$ cat src/rtl/word_gen_op_seq_pkg.sv
// Shared constants for the word generator op_state/op_en bus.
// The op_state encoding is seen by every range in the chain, so it
// must not change between builds. Build option: WORD_GEN_EXTRA_STAGE_EN
// inserts a one-cycle EXTRA_STAGE after START for range pipeline fill.
package word_gen_op_seq_pkg;

  // Encoding driven onto the shared op_state bus
  localparam logic [2:0] OP_STATE_READY       = 3'd0;
  localparam logic [2:0] OP_STATE_START       = 3'd1;
  localparam logic [2:0] OP_STATE_EXTRA_STAGE = 3'd2;
  localparam logic [2:0] OP_STATE_NEXT_CHAR   = 3'd3;

`ifdef WORD_GEN_EXTRA_STAGE_EN
  localparam bit EXTRA_STAGE_REGISTER = 1'b1;
`else
  localparam bit EXTRA_STAGE_REGISTER = 1'b0;
`endif

  // Bits needed to count 0..n-1 (at least one bit)
  function automatic int settle_w(int n);
    return (n <= 2) ? 1 : $clog2(n);
  endfunction

endpackage

$ cat src/rtl/word_gen_op_cnt.sv
// Word counter with limit compare. The limit is captured together with
// the counter clear on an accepted start; a zero limit means unlimited.
// limit_hit looks at the incremented value, so it flags the word that is
// being consumed in the current cycle as the last one.
module word_gen_op_cnt #(
  parameter int WORD_CNT_MSB = 31
) (
  input  logic                  OP_CLK,
  input  logic                  rstb,
  input  logic                  i_clr,
  input  logic [WORD_CNT_MSB:0] i_limit,
  input  logic                  i_inc,
  output logic [WORD_CNT_MSB:0] o_cnt,
  output logic                  o_limit_hit
);

  localparam int                  CW  = WORD_CNT_MSB + 1;
  localparam logic [WORD_CNT_MSB:0] ONE = CW'(1);

  logic [WORD_CNT_MSB:0] r_cnt;
  logic [WORD_CNT_MSB:0] r_limit;
  logic [WORD_CNT_MSB:0] w_cnt_inc;

  assign w_cnt_inc   = r_cnt + ONE;
  assign o_limit_hit = (r_limit != '0) && (w_cnt_inc == r_limit);
  assign o_cnt       = r_cnt;

  // Clear and capture limit on start, otherwise count consumed words (wraps freely)
  always_ff @(posedge OP_CLK) begin
    if (rstb) begin
      r_cnt   <= '0;
      r_limit <= '0;
    end else if (i_clr) begin
      r_cnt   <= '0;
      r_limit <= i_limit;
    end else if (i_inc) begin
      r_cnt   <= w_cnt_inc;
    end
  end

endmodule

$ cat src/rtl/word_gen_op_seq.sv
// Sequencer for the character-range chain: load (START), optional
// pipeline fill (EXTRA_STAGE, enabled by WORD_GEN_EXTRA_STAGE_EN),
// then alternate SETTLE / WORD until the chain wraps or the word limit
// is reached. op_en is the carry_in of the least-significant range and
// fires only when the consumer takes a valid word.
module word_gen_op_seq
  import word_gen_op_seq_pkg::*;
#(
  parameter int WORD_CNT_MSB  = 31,
  parameter int SETTLE_CYCLES = 1
) (
  input  logic                  OP_CLK,
  input  logic                  rstb,
  input  logic                  start,
  input  logic [WORD_CNT_MSB:0] word_limit,
  input  logic                  all_carry,
  output logic [2:0]            op_state,
  output logic                  op_en,
  output logic                  word_valid,
  input  logic                  word_rd,
  output logic [WORD_CNT_MSB:0] word_cnt,
  output logic                  op_done,
  output logic                  busy
);

  // Internal FSM encoding
  localparam logic [2:0] S_READY  = 3'd0;
  localparam logic [2:0] S_START  = 3'd1;
  localparam logic [2:0] S_EXTRA  = 3'd2;
  localparam logic [2:0] S_SETTLE = 3'd3;
  localparam logic [2:0] S_WORD   = 3'd4;
  localparam logic [2:0] S_DONE   = 3'd5;

  localparam int              SW          = settle_w(SETTLE_CYCLES);
  localparam logic [SW-1:0]   SETTLE_LAST = SW'((SETTLE_CYCLES > 0) ? SETTLE_CYCLES - 1 : 0);
  localparam logic [SW-1:0]   SETTLE_ONE  = SW'(1);
  // With no settle time the next word is presented straight away
  localparam logic [2:0]      S_AFTER     = (SETTLE_CYCLES == 0) ? S_WORD : S_SETTLE;

  logic [2:0]    r_state;
  logic [2:0]    w_nxt;
  logic [SW-1:0] r_settle;
  logic          w_take;
  logic          w_limit_hit;

  assign word_valid = (r_state == S_WORD);
  assign w_take     = word_valid & word_rd;
  assign op_en      = w_take;
  assign op_done    = (r_state == S_DONE);
  assign busy       = (r_state != S_READY) && (r_state != S_DONE);

  word_gen_op_cnt #(.WORD_CNT_MSB(WORD_CNT_MSB)) u_cnt (
    .OP_CLK      (OP_CLK),
    .rstb        (rstb),
    .i_clr       ((r_state == S_READY) & start),
    .i_limit     (word_limit),
    .i_inc       (w_take),
    .o_cnt       (word_cnt),
    .o_limit_hit (w_limit_hit)
  );

  // Next-state: start only honoured in READY, all_carry only looked at in WORD
  always_comb begin
    w_nxt = r_state;
    unique case (r_state)
      S_READY:  if (start) w_nxt = S_START;
      S_START:  w_nxt = EXTRA_STAGE_REGISTER ? S_EXTRA : S_AFTER;
      S_EXTRA:  w_nxt = S_AFTER;
      S_SETTLE: if (r_settle == SETTLE_LAST) w_nxt = S_WORD;
      S_WORD:   if (w_take) w_nxt = (all_carry || w_limit_hit) ? S_DONE : S_AFTER;
      S_DONE:   w_nxt = S_READY;
      default:  w_nxt = S_READY;
    endcase
  end

  // State register; reset aborts generation without a done pulse
  always_ff @(posedge OP_CLK) begin
    if (rstb) r_state <= S_READY;
    else      r_state <= w_nxt;
  end

  // Settle counter runs only inside SETTLE and is zero on entry
  always_ff @(posedge OP_CLK) begin
    if (rstb)                                                 r_settle <= '0;
    else if ((r_state == S_SETTLE) && (r_settle != SETTLE_LAST)) r_settle <= r_settle + SETTLE_ONE;
    else                                                      r_settle <= '0;
  end

  // Bus encoding seen by the ranges
  always_comb begin
    op_state = OP_STATE_READY;
    unique case (r_state)
      S_START:         op_state = OP_STATE_START;
      S_EXTRA:         op_state = OP_STATE_EXTRA_STAGE;
      S_SETTLE, S_WORD: op_state = OP_STATE_NEXT_CHAR;
      default:         op_state = OP_STATE_READY;
    endcase
  end

endmodule

$ cat config.mk
export PLATFORM = sky130hd
export DESIGN_NAME = word_gen_op_seq
export DESIGN_NICKNAME = d
export VERILOG_FILES = /design/src/rtl/word_gen_op_seq_pkg.sv /design/src/rtl/word_gen_op_cnt.sv /design/src/rtl/word_gen_op_seq.sv
export SDC_FILE = /design/constraint.sdc
export NUM_CORES = 1
export LEC_CHECK = 0
export ABC_CLOCK_PERIOD_IN_PS = 3450
export BUFFER_PORTS_ARGS = -buffer_cell sky130_fd_sc_hd__buf_4
export CAP_MARGIN = 20
export CORE_MARGIN = 2
export CORE_UTILIZATION = 55
export DETAILED_ROUTE_END_ITERATION = 7
export PLACE_DENSITY = 0.88
export SLEW_MARGIN = 20
export SYNTH_ARGS = -nofsm -noshare
export SYNTH_HDL_FRONTEND = slang
export SYNTH_SLANG_ARGS = --single-unit
$ cat constraint.sdc
create_clock -name OP_CLK -period 3.45 [get_ports OP_CLK]
set_input_delay 0.1725 -clock OP_CLK [delete_from_list [all_inputs] [get_ports OP_CLK]]
set_output_delay 0.1725 -clock OP_CLK [all_outputs]
set_load 0.01 [all_outputs]
==> impl_metrics.yaml, run 1 <==
setup_path:
  cp-start-kind: "flop"
  path_class: "reg2reg"
  timing.rr.end: "r_state[1]"
  cp-end-kind: "flop"
  ff2ff_setup_slack_ns: 0.32
  crit_end: "r_state[1]"
  reg2reg_from: "u_cnt.o_cnt[0]"
  crit_fanout: 9
  crit_required_ns: 3.68
  startpoint: "u_cnt.o_cnt[0]"
  reg2regPathDepth: 8
  cp.arrival_ns: 3.37
timing:
  slew_headroom_pct: 57.2
  skew_ns: 0.00707
  setup_tns_ns: 0
  setup_viol: 0
  hold_viol_final: 0
  fin_crit_ns: 3.13
  fin_crit_sh_pct: 90.9
  rsz0062_at_grt: "no"
  slew_violations: 0
  tightestPinTransition_ns: 0.641
  max_freq_mhz: 319
  setup_ws_ns: 0.315
clocking:
  cts_tree: "built"
  cts.clk_slew.worst_paths_ns: 0.07
  ctsHoldBuffers: 0
  cts-htree-levels: 3
  cts_resized: 0
  cts_post_setup_buffers_inserted: 0
  cts_made_buffers: 9
  cts.path.max_buffers: 2
  clock-sinks: 68
  root_buffer: "clkbuf_8"
  clk-insertion-delay-late_ns: 0.36
power:
  fin_total_pwr_mw: 1.87
  p_leak_nw: 1.91
  power.density_nw_per_um2: 390
  peakVddDrop_mv: 0.406
layout:
  num-fill-cells: 602
  drive_gt1_share_pct: 20.1
  final_common_cell: "nand2_1"
  design_area_um2: 4790
  syn2layout_area_growth_pct: 20.4
  antennaDiodeCount: 0
  layout_common_cells: "nand2_1, buf_4, dfxtp_1"
  fin_nets: 615
drt:
  drc: 0
  wl_um: 10900
  drtIter0Drc: 384
  vias: 3988
  first_pass_iters: 6
  ant_nets: 0
  via_per_inst: 5.86
  wl_per_cell_um: 16.0
global_routing:
  grt_max_degree: 37
  grt_pass1_wl_um: 17400
  track_usage_pct: 28.6
  antenna_found_initial: 0
  grt_pass1_vias: 3636
  grt_overflow: 0
yosys:
  syn_inst: 515
  yosysUniqueCellTypes: 58
  synth_seq_cells: 68
  seq_area_frac_synth_pct: 34.2
  syn-cell-area_um2: 3980
  synth_area_per_cell_um2: 7.73
  yosys_most_used_dff: "dfxtp_1"
  synth_edf_count: 0
  synth_warnings: 0
  async_reset_ff_share_pct: 0
min_path:
  hold_class: "in2reg"
floorplanning:
  rows: 31
  dieArea_um2: 7940
  die_h_um: 89.1
  start_util_pct: 55.8
  num_io_pins: 76
  coreArea_um2: 7140
  fp.dieW_um: 89.1
job:
  max-cap-violations: 0
placed_design:
  post-place-ws_ns: 0.390
  hpwlAfterDp_um: 7990
  numPortBuffers: 74
  place.gp.congestion: 0.938
  placed_cell_area_um2: 4580
outcome:
  outcome: "complete, no violations"
-- synth_stat cells (all sizes together), types with 2 or more instances --
| cell type | number | area [µm²] |
|---|---|---|
| a211o | 3 | 26.3 |
| a211oi | 2 | 15.0 |
| a21o | 2 | 15.0 |
| a21oi | 48 | 240 |
| and2 | 2 | 12.5 |
| and3 | 7 | 46.3 |
| and4 | 2 | 18.8 |
| buf | 12 | 70.1 |
| clkbuf | 20 | 75.1 |
| dfxtp | 68 | 1360 |
| inv | 9 | 33.8 |
| mux2 | 2 | 22.5 |
| mux2i | 3 | 30.0 |
| nand2 | 98 | 370 |
| nand2b | 4 | 25.0 |
| nand3 | 16 | 85.1 |
| nand3b | 3 | 22.5 |
| nand4 | 24 | 178 |
| nor2 | 46 | 173 |
| nor2b | 2 | 12.5 |
| nor3 | 16 | 90.1 |
| nor4 | 17 | 151 |
| nor4b | 2 | 23.8 |
| o211ai | 3 | 22.5 |
| o21ai | 9 | 45.0 |
| or2 | 2 | 12.5 |
| or3 | 4 | 26.3 |
| or4 | 4 | 30.0 |
| xnor2 | 34 | 298 |
| xor2 | 37 | 324 |
-- cell type report --
| type | instances | area (µm²) | share of cell area (%) |
|---|---|---|---|
| clock buffer | 11 | 151 | 3.16 |
| multi-input combinational | 407 | 2450 | 51.1 |
| sequential | 68 | 1360 | 28.4 |
| timing repair buffer | 82 | 623 | 13.0 |
| inverter | 9 | 33.8 | 0.705 |
| clock inverter | 4 | 48.8 | 1.02 |
| tap | 99 | 124 | 2.58 |
-- per-stage QoR --
stage | util (%) | instances | hold slack [ns]
after floorplan | - | 516 | 0.299
after global placement | 64.2 | 664 | 0.416
after detailed placement | 64.2 | 664 | 0.419
after CTS | 67.0 | 679 | 0.0406
after global routing | 67.2 | 680 | 0.0422
final | 67.2 | 680 | 0.0502
-- logic make-up after synthesis --
logic type,after synthesis,share of synthesized area (%)
other,1,0.0942
and+or+nand+nor,254,33.2
DFF,68,34.2
buffers and inverters,41,4.49
AOI/OAI and AO/OA,74,10.7
muxes,5,1.32
xor gates and xnor gates,71,15.6
adders and majority gates,1,0.314
-- worst max-delay path: stages (launching register included) --
cell	delay (ns)
dfxtp_1	0.53
nand3_1	0.34
nor4_4	0.43
nand4_2	0.26
xor2_1	0.24
a211o_1	0.30
or4_1	0.51
o311ai_1	0.28
a21oi_1	0.11
-- flip-flops by register name (all words and copies together) (netlist names) --
register	count
r_settle	1
u_cnt.o_cnt	32
r_state	3
u_cnt.r_limit	32
-- report_power, final --
group / switching [mW] / internal (mW) / leakage [nW]
sequential: 0.0511 / 0.824 / 0.553
clock: 0.314 / 0.368 / 0.105
combinational: 0.174 / 0.141 / 1.25
-- per-layer routing --
metal | part of all wire [%] | track usage, % | vias to the layer above
li1 | - | - | 1893
met1 | 43 | 37.3 | 1866
met2 | 45 | 45.1 | 198
met3 | 9.5 | 7.11 | 31
met4 | 2.5 | 12.5 | 0
met5 | 0 | 0 | -
-- how the worst min path moves through the flow --
stage	start	end	slack (ns)	cells after the start
finish	word_rd	r_state[2]	0.05	2
floorplan	word_rd	r_state[2]	0.30	1
CTS	word_rd	r_state[2]	0.04	2
global placement	word_rd	r_state[2]	0.42	2
global route	word_rd	r_state[2]	0.04	2
detailed placement	word_rd	r_state[2]	0.42	2
(Power assumes the default switching activity.)
==> run 2, diff against run 1 <==
--- a/config.mk
+++ b/config.mk
@@ -6,12 +6,12 @@
 export NUM_CORES = 1
 export LEC_CHECK = 0
 export ABC_CLOCK_PERIOD_IN_PS = 3450
-export BUFFER_PORTS_ARGS = -buffer_cell sky130_fd_sc_hd__buf_4
 export CAP_MARGIN = 20
 export CORE_MARGIN = 2
 export CORE_UTILIZATION = 55
 export DETAILED_ROUTE_END_ITERATION = 7
-export PLACE_DENSITY = 0.88
+export DONT_BUFFER_PORTS = 1
+export PLACE_DENSITY = 0.79
 export SLEW_MARGIN = 20
 export SYNTH_ARGS = -nofsm -noshare
 export SYNTH_HDL_FRONTEND = slang
==> run 2 against run 1 <==
Effect of this change:
- die area did not move
- count of clock-buffer cells in the layout fell by 1
- global-route usage fell by 0.21 points
- flip-flop and latch count did not move
- cell area fell by 2.6%
- combinational power fell by 4%
- via count fell by 5.0%
- critical endpoint is now r_state[2]
==> impl_metrics.yaml, run 2 (synthesis results as in run 1) <==
clocking:
  clk-insertion-delay-late_ns: 0.36
  cts.path.max_buffers: 2
  cts_resized: 0
  cts_tree: "built"
  cts_made_buffers: 9
  cts.clk_slew.worst_paths_ns: 0.08
  cts-htree-levels: 3
  ctsHoldBuffers: 34
  root_buffer: "clkbuf_8"
  clock-sinks: 68
  cts_post_setup_buffers_inserted: 0
placed_design:
  numPortBuffers: 0
  post-place-ws_ns: 0.348
  hpwlAfterDp_um: 7530
  place.gp.congestion: 0.927
global_routing:
  antenna_found_initial: 0
  grt_pass1_vias: 3582
  grt_overflow: 0
  track_usage_pct: 28.4
  grt_pass1_wl_um: 17300
  grt_max_degree: 36
timing:
  hold_viol_final: 0
  max_freq_mhz: 319
  fin_crit_ns: 3.14
  tightestPinTransition_ns: 0.667
  fin_crit_sh_pct: 91.0
  slew_violations: 0
  setup_ws_ns: 0.311
  rsz0062_at_grt: "no"
  skew_ns: 0.0119
  setup_viol: 0
  slew_headroom_pct: 55.5
  setup_tns_ns: 0
drt:
  first_pass_iters: 5
  via_per_inst: 5.81
  drtIter0Drc: 358
  ant_nets: 0
  drc: 0
  vias: 3787
  wl_um: 10500
  wl_per_cell_um: 16.1
outcome:
  outcome: "complete, no violations"
layout:
  antennaDiodeCount: 0
  fin_nets: 586
  num-fill-cells: 602
  layout_common_cells: "nand2_1, dfxtp_1, a21oi_1"
  drive_gt1_share_pct: 9.95
  final_common_cell: "nand2_1"
  syn2layout_area_growth_pct: 17.2
setup_path:
  cp-end-kind: "flop"
  crit_fanout: 10
  reg2regPathDepth: 8
  crit_required_ns: 3.74
  slowest_stage: "dfxtp_1"
  path_class: "reg2reg"
  cpPeakStageDelay_ns: 0.64
  worstPathCellList: "nand4_4 > nor3_2 > mux2_1 > mux2i_1 > a21oi_1 > or4b_1 > or4_1 > a41oi_2"
  cp.arrival_ns: 3.43
  cp-start-kind: "flop"
min_path:
  hold_class: "in2reg"
  hold_path_depth: 2
power:
  peakVddDrop_mv: 0.258
  power.density_nw_per_um2: 397
  p_leak_nw: 1.73
floorplanning:
  num_io_pins: 76
  coreArea_um2: 7140
  start_util_pct: 55.8
  die_h_um: 89.1
  rows: 31
  dieArea_um2: 7940
  fp.dieW_um: 89.1
job:
  max-cap-violations: 0
## run 2: path summary, 6_finish.rpt
kind                      from                end  slack, ns
min                  all_carry         r_state[2]       0.01
max             u_cnt.o_cnt[3]         r_state[2]       0.31
min reg2reg  u_cnt.r_limit[30]  u_cnt.r_limit[30]       0.49
max reg2reg     u_cnt.o_cnt[3]         r_state[2]       0.31
## run 2: layout make-up
cell class | instances | area [µm²] | area share [%]
inverter | 9 | 33.8 | 0.724
tap | 99 | 124 | 2.65
sequential | 68 | 1360 | 29.2
timing repair buffer | 53 | 497 | 10.6
clock buffer | 10 | 128 | 2.73
multi-input combinational | 407 | 2450 | 52.5
clock inverter | 6 | 72.6 | 1.55
## run 2: critical path, delay by kind of cell (launching register included)
| family | cells | cell delay, ns |
|---|---|---|
| mux | 2 | 0.49 |
| flops | 1 | 0.64 |
| simple gates | 4 | 1.68 |
| compound gates | 2 | 0.27 |
## run 2: routing by layer
layer / vias up / part of all wire (%) / global-route usage (%)
li1: 1853 / - / -
met1: 1750 / 45 / 40.2
met2: 164 / 45 / 41.8
met3: 20 / 8.6 / 6.56
met4: 0 / 2.0 / 11.5
met5: - / 0 / 0
## run 2: metrics by stage
stage	total power [mW]	hold WS [ns]	instances	area [µm²]	util, %
after floorplan	1.09	0.299	516	3990	-
after global placement	1.14	0.244	601	4110	57.5
after detailed placement	1.15	0.247	601	4110	57.5
after global routing	1.94	0.0128	652	4670	65.4
after CTS	1.85	0.000359	651	4660	65.3
final	1.85	0.0143	652	4670	65.4
## run 2: power breakdown
part | switching (mW) | total, mW | internal, mW
registers | 0.0517 | 0.875 | 0.823
logic | 0.168 | 0.302 | 0.133
clock network | 0.333 | 0.675 | 0.342
